<file path="src/rtl/mem_readback_seq.sv">
// Walks result-memory addresses 0..last, captures each returned word and streams it out with its address.
// Optional READBACK_CHECKSUM_EN adds a running modulo-2^DATA_W sum of accepted words.
module mem_readback_seq #(
    parameter int DATA_W     = 29,
    parameter int ADDR_W     = 5,
    parameter int RD_LAT     = 1,
    parameter int FIFO_DEPTH = 4
) (
    input  logic              clk,
    input  logic              rst,
    input  logic              start,
    input  logic [ADDR_W-1:0] maxfilled_addr,
    output logic [ADDR_W-1:0] mem_rd_addr,
    output logic              mem_rd_en,
    input  logic [DATA_W-1:0] mem_rd_data,
    output logic [DATA_W-1:0] out_data,
    output logic [ADDR_W-1:0] out_addr,
    output logic              out_valid,
    input  logic              out_ready,
    output logic              busy,
    output logic              done
`ifdef READBACK_CHECKSUM_EN
    ,
    output logic [DATA_W-1:0] checksum
`endif
);

    localparam int PTR_W = (FIFO_DEPTH > 1) ? $clog2(FIFO_DEPTH) : 1;
    localparam int CNT_W = $clog2(FIFO_DEPTH + 1);

    typedef enum logic [1:0] {IDLE, ISSUE, DRAIN, FIN} state_t;

    typedef struct packed {
        logic [ADDR_W-1:0] addr;
        logic [DATA_W-1:0] data;
    } entry_t;

    state_t                       state;
    logic [ADDR_W-1:0]            last;
    logic [ADDR_W:0]              next_addr;
    logic [RD_LAT:1]              vld_q;
    logic [RD_LAT:1][ADDR_W-1:0]  tag_q;
    logic [RD_LAT:0]              vld_pipe;
    logic [RD_LAT:0][ADDR_W-1:0]  tag_pipe;
    entry_t                       fifo_mem [FIFO_DEPTH];
    logic [PTR_W-1:0]             wr_ptr, rd_ptr;
    logic [CNT_W-1:0]             fifo_count, inflight;
    logic [CNT_W:0]               credit_used;
    logic                         issue, push, pop;

    // Stage 0 is the read currently presented to the memory; the last stage lines up with mem_rd_data.
    assign vld_pipe = {vld_q, mem_rd_en};
    assign tag_pipe = {tag_q, mem_rd_addr};

    assign push        = vld_pipe[RD_LAT];
    assign pop         = out_valid && out_ready;
    assign credit_used = {1'b0, fifo_count} + {1'b0, inflight};
    assign issue       = (state == ISSUE) && (credit_used < (CNT_W+1)'(FIFO_DEPTH));

    assign out_valid = (fifo_count != '0);
    assign out_data  = out_valid ? fifo_mem[rd_ptr].data : '0;
    assign out_addr  = out_valid ? fifo_mem[rd_ptr].addr : '0;

    always_ff @(posedge clk or negedge rst) begin
        if (!rst) begin
            vld_q <= '0;
            tag_q <= '0;
        end else begin
            for (int i = 1; i <= RD_LAT; i++) begin
                vld_q[i] <= vld_pipe[i-1];
                tag_q[i] <= tag_pipe[i-1];
            end
        end
    end

    always_ff @(posedge clk) begin
        if (push) fifo_mem[wr_ptr] <= '{addr: tag_pipe[RD_LAT], data: mem_rd_data};
    end

    // Inflight covers every issued read not yet pushed, so fifo_count + inflight never exceeds FIFO_DEPTH.
    always_ff @(posedge clk or negedge rst) begin
        if (!rst) begin
            wr_ptr     <= '0;
            rd_ptr     <= '0;
            fifo_count <= '0;
            inflight   <= '0;
        end else begin
            if (push) wr_ptr <= wr_ptr + PTR_W'(1);
            if (pop)  rd_ptr <= rd_ptr + PTR_W'(1);
            case ({push, pop})
                2'b10:   fifo_count <= fifo_count + CNT_W'(1);
                2'b01:   fifo_count <= fifo_count - CNT_W'(1);
                default: fifo_count <= fifo_count;
            endcase
            case ({issue, push})
                2'b10:   inflight <= inflight + CNT_W'(1);
                2'b01:   inflight <= inflight - CNT_W'(1);
                default: inflight <= inflight;
            endcase
        end
    end

    always_ff @(posedge clk or negedge rst) begin
        if (!rst) begin
            state       <= IDLE;
            last        <= '0;
            next_addr   <= '0;
            mem_rd_en   <= 1'b0;
            mem_rd_addr <= '0;
            busy        <= 1'b0;
            done        <= 1'b0;
        end else begin
            mem_rd_en <= 1'b0;
            done      <= 1'b0;
            case (state)
                IDLE: begin
                    if (start) begin
                        last      <= maxfilled_addr;
                        next_addr <= '0;
                        busy      <= 1'b1;
                        state     <= ISSUE;
                    end
                end
                ISSUE: begin
                    if (issue) begin
                        mem_rd_en   <= 1'b1;
                        mem_rd_addr <= next_addr[ADDR_W-1:0];
                        next_addr   <= next_addr + (ADDR_W+1)'(1);
                        if (next_addr == {1'b0, last}) state <= DRAIN;
                    end
                end
                DRAIN: begin
                    if (inflight == '0 && fifo_count == '0) begin
                        busy  <= 1'b0;
                        done  <= 1'b1;
                        state <= FIN;
                    end
                end
                FIN:     state <= IDLE;
                default: state <= IDLE;
            endcase
        end
    end

`ifdef READBACK_CHECKSUM_EN
    always_ff @(posedge clk or negedge rst) begin
        if (!rst)                       checksum <= '0;
        else if (state == IDLE && start) checksum <= '0;
        else if (pop)                   checksum <= checksum + out_data;
    end
`endif

endmodule
</file>
<file path="config.mk">
export PLATFORM = sky130hd
export DESIGN_NAME = mem_readback_seq
export DESIGN_NICKNAME = d
export VERILOG_FILES = /design/src/rtl/mem_readback_seq.sv
export SDC_FILE = /design/constraint.sdc
export NUM_CORES = 1
export LEC_CHECK = 0
export ABC_AREA = 1
export ABC_CLOCK_PERIOD_IN_PS = 5000
export CORE_MARGIN = 8
export CORE_UTILIZATION = 35
export CTS_CLUSTER_DIAMETER = 100
export DETAILED_ROUTE_END_ITERATION = 6
export GPL_TIMING_DRIVEN = 0
export PLACE_DENSITY = 0.52
export SLEW_MARGIN = 40
export SYNTH_ARGS = -nofsm -noshare
export SYNTH_HDL_FRONTEND = slang
export SYNTH_SLANG_ARGS = --single-unit
</file>
<file path="constraint.sdc">
create_clock -name clk -period 5 [get_ports clk]
set_input_delay 1 -clock clk [delete_from_list [all_inputs] [get_ports clk]]
set_output_delay 1 -clock clk [all_outputs]
set_load 0.05 [all_outputs]
</file>
Word level (Yosys, flattened, before mapping)
Memories as Yosys holds them, arrays and structs flattened.
Index checks and enable logic that the tools add are counted.
{"block": "classes", "reduce_logical": 16, "addsub": 8, "muxes": 21, "magnitude_cmp": 1, "n_div": 0, "n_mul": 0, "eq_ne": 12, "shifts": 0, "n_bitwise": 0}
{"operator": "$mux W29", "n": 1}
{"operator": "$mux W6", "n": 2}
{"operator": "$pmux W3 S2", "n": 2}
{"operator": "$pmux W6 S2", "n": 1}
{"operator": "$eq A2 B2 Y1 const B", "n": 4}
{"operator": "$mux W1", "n": 8}
{"operator": "$mux W2", "n": 4}
{"operator": "$pmux W2 S4", "n": 1}
{"operator": "$reduce_bool A2 Y1", "n": 4}
{"operator": "$add A3 B1 Y3 const B", "n": 2}
{"operator": "$add A6 B1 Y6 const B", "n": 1}
{"operator": "$eq A2 B1 Y1 const B", "n": 3}
{"operator": "$eq A6 B5 Y1", "n": 1}
{"operator": "$logic_not A3 Y1", "n": 2}
{"operator": "$ne A2 B2 Y1 const B", "n": 3}
{"operator": "$reduce_and A3 Y1", "n": 2}
{"operator": "$sub A3 B1 Y3 const B", "n": 2}
{"operator": "$mux W5", "n": 1}
{"operator": "$add A2 B1 Y2 const B", "n": 2}
{"operator": "$add A3 B3 Y4", "n": 1}
{"operator": "$lt A4 B3 Y1 const B", "n": 1}
{"operator": "$reduce_and A2 Y1", "n": 2}
{"operator": "$reduce_and A4 Y1", "n": 1}
{"operator": "$logic_and A1 B1 Y1", "n": 3}
{"operator": "4 further kinds", "n": 4}
{"block": "totals", "latchBits": 0, "reg_bits": 37, "rom_bits": 0, "ram_bits": 136, "mem_count": 1, "out_inout_bits": 43, "input_bits": 38}
{"memory": "fifo_mem", "depth": 4, "width": 34, "rd": 1, "rd_ports_with_merged_regs": 0, "wr": 1, "line_no": "45", "text": "entry_t fifo_mem [FIFO_DEPTH];"}

Logic depth before layout (Yosys ltp)
Gate-level depths: netlist (run 1).
{"block": "depth", "depth_word": 5, "mapped_depth": 12}

Worst setup path before layout (run 1)
Ideal clock, no wire load.
{"block": "synth_timing", "path_kind": "register to output", "start": "register fifo_count[0]", "end": "output out_addr[0]", "n_path_buf": 1, "setup_slack_ps": 2307, "required_time_ps": 4000, "path_stages_with_launch": 6, "arrival_time_ps": 1693, "path_cell_list": "dfrtp_1 > inv_2 > nand3_4 > inv_2 > clkbuf_1 > a21oi_1"}
{"block": "synth_via", "elab_chain_cells": 2}
{"item": "from (decl)", "line_no": "47", "text": "logic [CNT_W-1:0] fifo_count, inflight;"}
{"item": "from (signal assigned)", "line_no": "91", "text": "2'b10: fifo_count <= fifo_count + CNT_W'(1);"}
{"item": "from (signal assigned)", "line_no": "92", "text": "2'b01: fifo_count <= fifo_count - CNT_W'(1);"}
{"item": "from (signal assigned)", "line_no": "93", "text": "default: fifo_count <= fifo_count;"}
{"item": "$reduce_bool A3 Y1", "line_no": "60", "text": "assign out_valid = (fifo_count != '0);"}
{"item": "net out_valid", "line_no": "18", "text": "output logic out_valid,"}
{"item": "$mux W5", "line_no": "62", "text": "assign out_addr = out_valid ? fifo_mem[rd_ptr].addr : '0;"}
{"item": "to (decl)", "line_no": "17", "text": "output logic [ADDR_W-1:0] out_addr,"}
The timed path passes the listed nets, and every way through them passes these cells.

Worst setup path after layout (run 1)
{"block": "layout_timing", "start": "register rd_ptr[0]", "end": "output out_data[27]"}
{"block": "layout_via", "elab_chain_cells": 2}
{"item": "from (decl)", "line_no": "46", "text": "logic [PTR_W-1:0] wr_ptr, rd_ptr;"}
{"item": "from (signal assigned)", "line_no": "89", "text": "if (pop) rd_ptr <= rd_ptr + PTR_W'(1);"}
{"item": "$mem_v2 Z4 W34"}
{"item": "$mux W29", "line_no": "61", "text": "assign out_data = out_valid ? fifo_mem[rd_ptr].data : '0;"}
{"item": "to (decl)", "line_no": "16", "text": "output logic [DATA_W-1:0] out_data,"}
Every way passes these cells.

==> summary.txt, run 1 <==
Yosys
  • Async SR Flop Fraction: 21.39%
  • Post-Synthesis Cell Area: 7114 sq um
  • Seq/Total Area, Yosys: 70.42%
  • Net Count, Synth: 659
  • EDFF count, synth: 136
  • Synthesized area per cell: 11.72 sq um
  • Yosys warning total: 0
  • Synth Flop Type: edfxtp_1
  • Syn Inst Count: 607
  • Synth cell types: 27
  • Synthesis-stage register bit count: 173

Clocking
  • CTS root buf: clkbuf_16
  • Clk buf depth: 2
  • CTS tree: done
  • # clock sinks: 173
  • CTS Buf Count: 17
  • Clock Latency Late Sink: 0.42 ns
  • Post-CTS Resized: 0
  • Clk slew on worst S/H paths: 0.07 ns
  • Cts hold-fix bufs: 0
  • Postcts setup bufs: 0
  • H-Tree Depth: 4

Power
  • Leakage: 3.249 nW
  • Max VDD drop: 0.3452 mV
  • Design Power: 6.254 mW
  • P per Cell Area: 707.7 nW/um^2

Timing
  • RSZ-0062 raised after global routing: no
  • Slew HR: 57.73%
  • Setup violations, final: 0
  • Final hold vios: 0
  • Setup TNS: 0 ns
  • Final Skew: 0.01055 ns
  • Fin crit share: 74.74%
  • Hold_ws: 0.4088 ns
  • Slew Viols, Final: 0
  • Period minus WS final: 3.737 ns
  • Fmax: 267.6 MHz
  • Worst slew pin tran: 0.6341 ns

Cells and area
  • Most frequent cells in the layout: nor2_1 (154), edfxtp_1 (136), clkdlybuf4s50_1 (79)
  • Final #Nets: 759
  • Ant diodes: 0
  • Area grow syn2layout: 24.20%
  • Fillers: 1811
  • Commonest non-fill, non-tap cell in the layout: nor2_1
  • Layout cells sized above 1: 9.722%

Routing
  • Starting DRT DRC Count: 260
  • Pre-antenna DRT Iters: 4
  • WL per Instance: 16.31 um
  • Via count: 4552
  • Post-route antenna net violation count: 0
  • Post-DR vias/cell: 4.598
  • Post-route DRC: 0
  • Final WL: 16140 um

Placement
  • Dpl hpwl: 10290 um
  • PortBufs: 80
  • Final GP Congestion: 0.7953

Floorplan
  • I/O pin cnt: 81
  • Row count: 52
  • Die span in x: 158.6 um
  • Die area: 25140 sq um
  • Die H: 158.6 um
  • Core Area: 20100 sq um
  • Starting Density: 35.39%

Setup path
  • Crit. Startpoint: rd_ptr[0]
  • WP data required: 4.00 ns
  • Worst reg2reg startpoint: fifo_count[1]
  • Critical Path Sink Type: primary output
  • Top fanout value on the critical path: 10
  • Critical Path Source Type: flip-flop
  • CP Class: flip-flop to primary output
  • Worst EP arrival: 2.74 ns

GRT
  • Vias in the first global route: 4658
  • Gr ovfl total: 0
  • Largest net degree at the start of global routing: 38
  • Antenna violations before repair: 0
  • Global-route wire length before repair: 25300 um
  • Total track usage: 13.30%

Flow run
  • Total of max-cap violations: 0

Run status
  • Status: finished clean

Worst hold path
  • Hold Crit Class: flip-flop to flip-flop
  • Hold path startpoint: mem_rd_en
-- report_power, final --
part / switching [mW] / internal, mW
Combinational: 2.10 / 0.962
Clock: 0.584 / 0.652
Sequential: 0.121 / 1.84
-- flip-flops by register name, summed over array words and instances, names as in the netlist --
signal       flops
busy             1
done             1
fifo_count       3
fifo_mem       136
inflight         3
last             5
mem_rd_addr      5
mem_rd_en        1
next_addr        6
push             1
rd_ptr           2
state            2
tag_q            5
wr_ptr           2
-- worst paths after layout --
path,endpoint,slack [ns],cells past startpoint
worst min register to register,push,0.41,0
worst max-delay path,out_data[27],1.26,6
max in group asynchronous,fifo_count[2],4.11,1
worst min-delay path,push,0.41,0
min in group asynchronous,last[3],0.54,1
worst max register to register,inflight[2],2.68,12
-- cell families after synthesis --
logic type                 Yosys count  synth area share [%]
DFF                                173                 70.42
xor gates and xnor gates             9                 1.108
AOI/OAI and AO/OA                  126                 9.128
adders and majority gates           14                 2.673
buffers and inverters               67                 4.467
and+or+nand+nor                    218                 12.21
-- worst max-delay path: stages, from the launching register on --
cell and delay (ns):
dfrtp_1 0.37, buf_6 0.14, inv_4 0.07, clkbuf_1 0.41
o21ai_0 0.18, a21oi_1 0.28, clkdlybuf4s50_1 0.86
-- synth_stat cells (3+ instances only) --
cell type    n  share of area, %
o21ai_0     71               5.0
buf_4        4              0.42
o21ai_2      5              0.62
nand2_1     48               2.5
clkbuf_1    10              0.53
nor2_1     154               8.1
inv_2        3              0.16
buf_6        5              0.79
dfrtp_1     37                13
xor2_1       6              0.74
o21ai_1      8              0.56
xnor2_1      3              0.37
inv_1       35               1.8
buf_2        9              0.63
a21oi_1     42               3.0
ha_1        12               2.1
edfxtp_1   136                57
nand3_1      8              0.56
-- per-layer routing --
| metal | part of all wire, % | track usage, % |
|---|---|---|
| met2 | 48 | 22.05 |
| met4 | 0.84 | 3.368 |
| met5 | 0 | 0 |
| met1 | 46 | 16.88 |
| met3 | 5.5 | 3.637 |
-- through the flow --
step / instance area, sq um / utilization, % / worst slack (ns) / std cells
after floorplan: 7114 / - / 2.307 / 607
after global placement: 8253 / 41.05 / 1.651 / 957
after detailed placement: 8280 / 41.19 / 1.701 / 958
after CTS: 8836 / 43.95 / 1.230 / 990
after global routing: 8836 / 43.95 / 1.101 / 990
final: 8836 / 43.95 / 1.263 / 990
-- final cells by class --
cell class / instances / area, sq um / share of cell area [%]
multi-input cells: 367 / 1787 / 20.22
repair buffers: 81 / 818.3 / 9.261
well taps: 270 / 337.8 / 3.823
clock inverters: 15 / 130.1 / 1.473
clock buffers: 17 / 425.4 / 4.815
plain buffers: 28 / 168.9 / 1.912
flip-flops and latches: 173 / 5010 / 56.70
inverters: 39 / 158.9 / 1.798
Note: power is estimated with default switching activity, not from simulation.
==> run 2: changes to the inputs <==
--- a/config.mk
+++ b/config.mk
@@ -6,13 +6,13 @@
 export NUM_CORES = 1
 export LEC_CHECK = 0
 export ABC_AREA = 1
-export ABC_CLOCK_PERIOD_IN_PS = 5000
+export ABC_CLOCK_PERIOD_IN_PS = 3050
 export CORE_MARGIN = 8
 export CORE_UTILIZATION = 35
 export CTS_CLUSTER_DIAMETER = 100
 export DETAILED_ROUTE_END_ITERATION = 6
 export GPL_TIMING_DRIVEN = 0
-export PLACE_DENSITY = 0.52
+export PLACE_DENSITY = 0.54
 export SLEW_MARGIN = 40
 export SYNTH_ARGS = -nofsm -noshare
 export SYNTH_HDL_FRONTEND = slang
==> constraint.sdc (replaced) <==
create_clock -name clk -period 3.05 [get_ports clk]
set_input_delay 0.61 -clock clk [delete_from_list [all_inputs] [get_ports clk]]
set_output_delay 0.61 -clock clk [all_outputs]
set_load 0.05 [all_outputs]
==> run 2 against run 1 <==
Routed wire length is 0.45% lower. Register-to-register slack got worse by 2.0 ns. Via count fell by 0.26%. Final cell count decreased by 0.10%. Critical path type unchanged.
==> summary.txt, run 2 (synthesized netlist as in run 1, its figures left out) <==
Run status
  • Status: finished clean

Setup path
  • Worst-path cell chain: buf_6, inv_4, clkbuf_1, o21ai_0, a21oi_1, dlygate4sd2_1
  • Critical path's slowest cell: dlygate4sd2_1
  • Critical Path Source Type: flip-flop
  • CP max stage delay: 0.56 ns
  • CP delay by family, top: buffers and inverters
  • Worst EP arrival: 2.32 ns
  • Critical Path Sink Type: primary output
  • Top fanout value on the critical path: 10
  • WP data required: 2.44 ns
  • WP buf/inv: 4
  • CP Class: flip-flop to primary output

Floorplan
  • Die H: 158.6 um
  • Die area: 25140 sq um
  • I/O pin cnt: 81
  • Die span in x: 158.6 um
  • Starting Density: 35.39%
  • Row count: 52
  • Core Area: 20100 sq um

GRT
  • Total track usage: 13.23%
  • Gr busiest metal: met2
  • Met2 Use GR: 22.38%
  • Met3 Use GR: 3.502%
  • Global-route wire length before repair: 25010 um
  • Largest net degree at the start of global routing: 38
  • Met1 usage: 16.31%
  • Antenna violations before repair: 0
  • Gr ovfl total: 0
  • Vias in the first global route: 4774

Routing
  • Post-route antenna net violation count: 0
  • Post-route DRC: 0
  • Post-DR vias/cell: 4.590
  • Via count: 4540
  • Starting DRT DRC Count: 252
  • Final WL: 16070 um
  • WL per Instance: 16.25 um
  • Pre-antenna DRT Iters: 4

Flow run
  • Total of max-cap violations: 0

Timing
  • Final Skew: 0.01465 ns
  • Slew Viols, Final: 0
  • RSZ-0062 raised after global routing: no
  • Final hold vios: 0
  • Fin crit share: 96.16%
  • Setup violations, final: 0
  • Worst setup margin: 0.1170 ns
  • Worst slew pin tran: 0.5971 ns
  • Fmax: 340.9 MHz
  • Period minus WS final: 2.933 ns
  • Slew HR: 60.19%
  • Setup TNS: 0 ns

Placement
  • Final GP Congestion: 0.7940
  • Dpl hpwl: 10260 um
  • Pre-CTS WS: 0.08418 ns
  • PortBufs: 80

Clocking
  • CTS root buf: clkbuf_16
  • Clk slew on worst S/H paths: 0.06 ns
  • Postcts setup bufs: 0
  • # clock sinks: 173
  • H-Tree Depth: 4
  • Clock Latency Late Sink: 0.41 ns
  • Clk buf depth: 2
  • CTS tree: done
  • CTS Buf Count: 17

Power
  • Design Power: 10.04 mW
  • Leakage: 3.343 nW
  • P per Cell Area: 1141 nW/um^2
  • Max VDD drop: 0.4968 mV

Cells and area
  • Commonest non-fill, non-tap cell in the layout: nor2_1
  • Area grow syn2layout: 23.62%
  • Most frequent cells in the layout: nor2_1 (154), edfxtp_1 (136), o21ai_0 (71)
  • Largest regs: fifo_mem x136, next_addr x6
  • Layout cells sized above 1: 10.29%
  • Reg with most FFs: fifo_mem
  • Ant diodes: 0
  • Max FFs per register: 136
  • Final #Nets: 758

Worst hold path
  • Hold Crit Class: input pin to async pin
-- run 2: repair_timing --
item	in CTS	in global routing
gates cloned	0	0
hold buffers	0	0
endpoints found under the setup margin	34	11
resized for setup	38	8
-- run 2: per-stage QoR --
stage / utilization, % / std cells / instance area (sq um) / hold slack (ns)
after floorplan: - / 607 / 7114 / 0.3144
after global placement: 41.05 / 957 / 8253 / 0.3906
after detailed placement: 41.09 / 957 / 8260 / 0.3804
after CTS: 43.76 / 989 / 8797 / 0.1631
after global routing: 43.75 / 989 / 8795 / 0.1751
final: 43.75 / 989 / 8795 / 0.1458
-- run 2: worst paths after layout --
path	from	endpoint	slack, ns	cells after the start
setup / recovery	rd_ptr[0]	out_data[16]	0.12	6
setup reg to reg	fifo_count[1]	inflight[2]	0.73	12
min in group clk	mem_rd_en	push	0.40	0
hold reg to reg	mem_rd_en	push	0.40	0
max in group asynchronous	rst	fifo_count[2]	2.55	1
hold / removal	rst	last[2]	0.15	1
-- run 2: final cells by class --
type | instances | area, sq um
plain buffers | 28 | 176.4
clock buffers | 18 | 429.2
clock inverters | 14 | 142.6
fillers | 1880 | 11310
inverters | 39 | 158.9
multi-input cells | 367 | 1787
flip-flops and latches | 173 | 5010
well taps | 270 | 337.8
repair buffers | 80 | 753.2
-- run 2: where the power goes --
part | switching (mW) | internal (mW)
Sequential | 0.203 | 3.01
Combinational | 3.43 | 1.32
Clock | 0.871 | 1.21
Total | 4.50 | 5.54
-- run 2: worst reg2reg max path, stage by stage (launching register included) --
cell and delay [ns]:
dfrtp_1 0.41, ha_1 0.29, nand3_1 0.06, nand2_1 0.12
nor2_2 0.07, inv_1 0.09, buf_6 0.15, ha_1 0.15
inv_1 0.07, fa_1 0.38, a21oi_1 0.15, o21ai_0 0.11
xor2_1 0.15
-- run 2: per-layer routing --
| layer | up-vias | wire [um] |
|---|---|---|
| met4 | 0 | 117 |
| li1 | 2260 | - |
| met1 | 2192 | 7206 |
| met5 | - | 0 |
| met3 | 6 | 754 |
| met2 | 82 | 7992 |
==> run 3: changes to the inputs <==
--- a/config.mk
+++ b/config.mk
@@ -5,7 +5,6 @@
 export SDC_FILE = /design/constraint.sdc
 export NUM_CORES = 1
 export LEC_CHECK = 0
-export ABC_AREA = 1
 export ABC_CLOCK_PERIOD_IN_PS = 3050
 export CORE_MARGIN = 8
 export CORE_UTILIZATION = 35
==> run 3 against run 2 <==
Final cell count down 23%. Synthesized cell count decreased by 38%. Register-to-register slack got worse by 0.23 ns. Count of clock-buffer cells in the layout fell by 1. Critical endpoint is now out_addr[4]. Combinational power is 14% lower. Critical path type unchanged. Sequential share of layout area is 0.081 points lower.
==> summary.txt, run 3 <==
Clocking
  • CTS Buf Count: 17
  • CTS tree: done
  • Clock Latency Late Sink: 0.43 ns
  • H-Tree Depth: 4
  • CTS root buf: clkbuf_16
  • Clk buf depth: 2
  • # clock sinks: 173
  • Postcts setup bufs: 0
  • Clk slew on worst S/H paths: 0.07 ns

Setup path
  • Worst-path cell chain: buf_4, mux4_2, and2_1, clkdlybuf4s50_1
  • Critical Path Source Type: flip-flop
  • CP Class: flip-flop to primary output
  • Top fanout value on the critical path: 9
  • Critical path's slowest cell: clkdlybuf4s50_1
  • Crit. Startpoint: rd_ptr[0]
  • Worst R2R Setup Slack: 0.50 ns
  • CP max stage delay: 0.70 ns
  • Worst EP arrival: 2.37 ns
  • Worst reg2reg startpoint: inflight[1]
  • WP data required: 2.44 ns
  • Worst reg2reg path depth: 11
  • CP endpoint: out_addr[4]
  • FF-to-FF End: inflight[2]
  • Critical Path Sink Type: primary output

Routing
  • WL per Instance: 17.83 um
  • Starting DRT DRC Count: 207
  • Via count: 3577
  • Post-route DRC: 0
  • Post-DR vias/cell: 4.682
  • Final WL: 13620 um
  • Pre-antenna DRT Iters: 4
  • Post-route antenna net violation count: 0

Power
  • Logic pwr share: 43.8%
  • P_sw: 3.710 mW
  • Clock share of power: 22.4%
  • P per Cell Area: 1059 nW/um^2
  • Switch share: 39.76%
  • Pint: 5.620 mW
  • Sequential Power Share: 33.8%
  • Leakage: 3.216 nW
  • Max VDD drop: 0.4278 mV

Timing
  • Fin crit share: 97.61%
  • Final Skew: 0.01116 ns
  • Fmax: 335.9 MHz
  • Period minus WS final: 2.977 ns
  • Slew Viols, Final: 0
  • Slew HR: 62.72%
  • Hold_ws: 0.1488 ns
  • RSZ-0062 raised after global routing: no
  • Worst slew pin tran: 0.5534 ns
  • Setup violations, final: 0
  • Final hold vios: 0

Placement
  • Final GP Congestion: 0.7853
  • Placed inst area: 8265 sq um
  • Dpl hpwl: 9030 um
  • PortBufs: 80

Worst hold path
  • Hold Crit Class: input pin to async pin

Yosys
  • Largest cells by area after synthesis: edfxtp_1 (58%), dfrtp_1 (13%), mux4_2 (11%), and2_1 (3.6%), ha_1 (2.1%)
  • Top-count cell post-synth: edfxtp_1
  • Synthesis-stage register bit count: 173
  • Async SR Flop Fraction: 21.39%
  • Synth area leader: edfxtp_1
  • Seq/Total Area, Yosys: 71.17%
  • Commonest cells in the netlist: edfxtp_1 (136), and2_1 (40), dfrtp_1 (37)
  • Syn Inst Count: 377
  • Yosys warning total: 0
  • Synth Flop Type: edfxtp_1
  • Net Count, Synth: 429
  • EDFF count, synth: 136
  • Synth cell types: 43
  • Synthesized area per cell: 18.67 sq um
  • Top-area cell type share of the netlist area: 58.02%
  • Post-Synthesis Cell Area: 7039 sq um

Cells and area
  • Final #Nets: 532
  • Max FFs per register: 136
  • Largest regs: fifo_mem x136, next_addr x6
  • Cell area after layout: 8807 sq um
  • Area of the multi-input gates: 1883 sq um
  • Fillers: 1792
  • Reg with most FFs: fifo_mem
  • Commonest non-fill, non-tap cell in the layout: edfxtp_1
  • Layout cells sized above 1: 22.52%
  • Register area: 5010 sq um
  • Most frequent cells in the layout: edfxtp_1 (136), clkdlybuf4s50_1 (48), dfrtp_1 (37)
  • Area grow syn2layout: 25.12%

GRT
  • Largest net degree at the start of global routing: 38
  • Global-route wire length before repair: 21610 um
  • Gr ovfl total: 0
  • Total track usage: 11.63%
  • Vias in the first global route: 3972
  • Antenna violations before repair: 0

Floorplan
  • Starting Density: 35.24%
  • Die H: 157.8 um
  • Core Area: 19970 sq um
  • Row count: 52
  • Die span in x: 157.8 um
  • Die area: 24910 sq um
  • I/O pin cnt: 81

Flow run
  • Total of max-cap violations: 0

Run status
  • Status: finished clean
==> run 3: critical path, delay by kind of cell (launching register included) <==
| family | cells | cell delay (ns) |
|---|---|---|
| buf+inv | 2 | 0.91 |
| mux | 1 | 0.52 |
| flops | 1 | 0.32 |
| simple gates | 1 | 0.18 |
==> run 3: layout make-up <==
class                      count  share of cell area (%)
sequential                   173                   56.88
multi-input combinational    171                   21.38
timing repair buffer          84                   9.376
clock buffer                  17                   4.830
tap                          270                   3.836
clock inverter                15                   1.662
buffer                        14                   1.193
inverter                      19                  0.8098
antenna                        1                 0.02841
==> run 3: worst min-delay path by stage <==
stage | endpoint | depth (start not counted)
after detailed placement | push | 0
after CTS | last[3] | 1
final | last[2] | 1
after global placement | push | 0
after floorplan | busy | 0
after global routing | last[2] | 1
==> run 3: cell families after synthesis <==
family / count (synthesis) / synth area share (%)
AND/OR/NAND/NOR: 77 / 6.666
flip-flops: 173 / 71.17
buffers and inverters: 33 / 2.222
XOR/XNOR: 15 / 1.866
multiplexers: 51 / 13.47
AO/OA/AOI/OAI: 14 / 1.902
adder cells (fa/ha/maj): 14 / 2.702
==> run 3: metrics by stage <==
| stage | power [mW] | setup slack, ns | setup TNS [ns] | utilization [%] | cells |
|---|---|---|---|---|---|
| after floorplan | 6.206 | 0.6859 | 0 | - | 377 |
| after global placement | 7.469 | -0.02284 | -0.03828 | 40.94 | 727 |
| after detailed placement | 7.554 | -0.02426 | -0.04734 | 41.38 | 731 |
| after CTS | 9.467 | 0.01068 | 0 | 44.12 | 763 |
| after global routing | 9.836 | 0.001204 | 0 | 44.08 | 763 |
| final | 9.330 | 0.07292 | 0 | 44.09 | 764 |
==> run 3: what timing repair did <==
item | in CTS | in global routing
setup endpoints to repair | 35 | 24
cloned | 0 | 0
gates resized for setup | 37 | 19
hold buffers | 0 | 0
==> run 3: power by group through the flow <==
stage                     Clock [mW]  Combinational (mW)  Sequential [mW]
final                           2.09                4.09             3.15
after global placement             0                4.27             3.20
after CTS                       2.14                4.17             3.15
after floorplan                    0                2.97             3.24
after global routing            2.25                4.39             3.20
after detailed placement           0                4.35             3.20
==> run 3: routing by layer <==
layer / track usage, % / wire length (um) / part of all wire (%) / vias up
met2: 18.61 / 6545 / 48 / 73
li1: - / - / - / 1662
met3: 3.931 / 757 / 5.6 / 8
met5: 0 / 0 / 0 / -
met4: 3.264 / 106 / 0.78 / 0
met1: 14.77 / 6211 / 46 / 1834
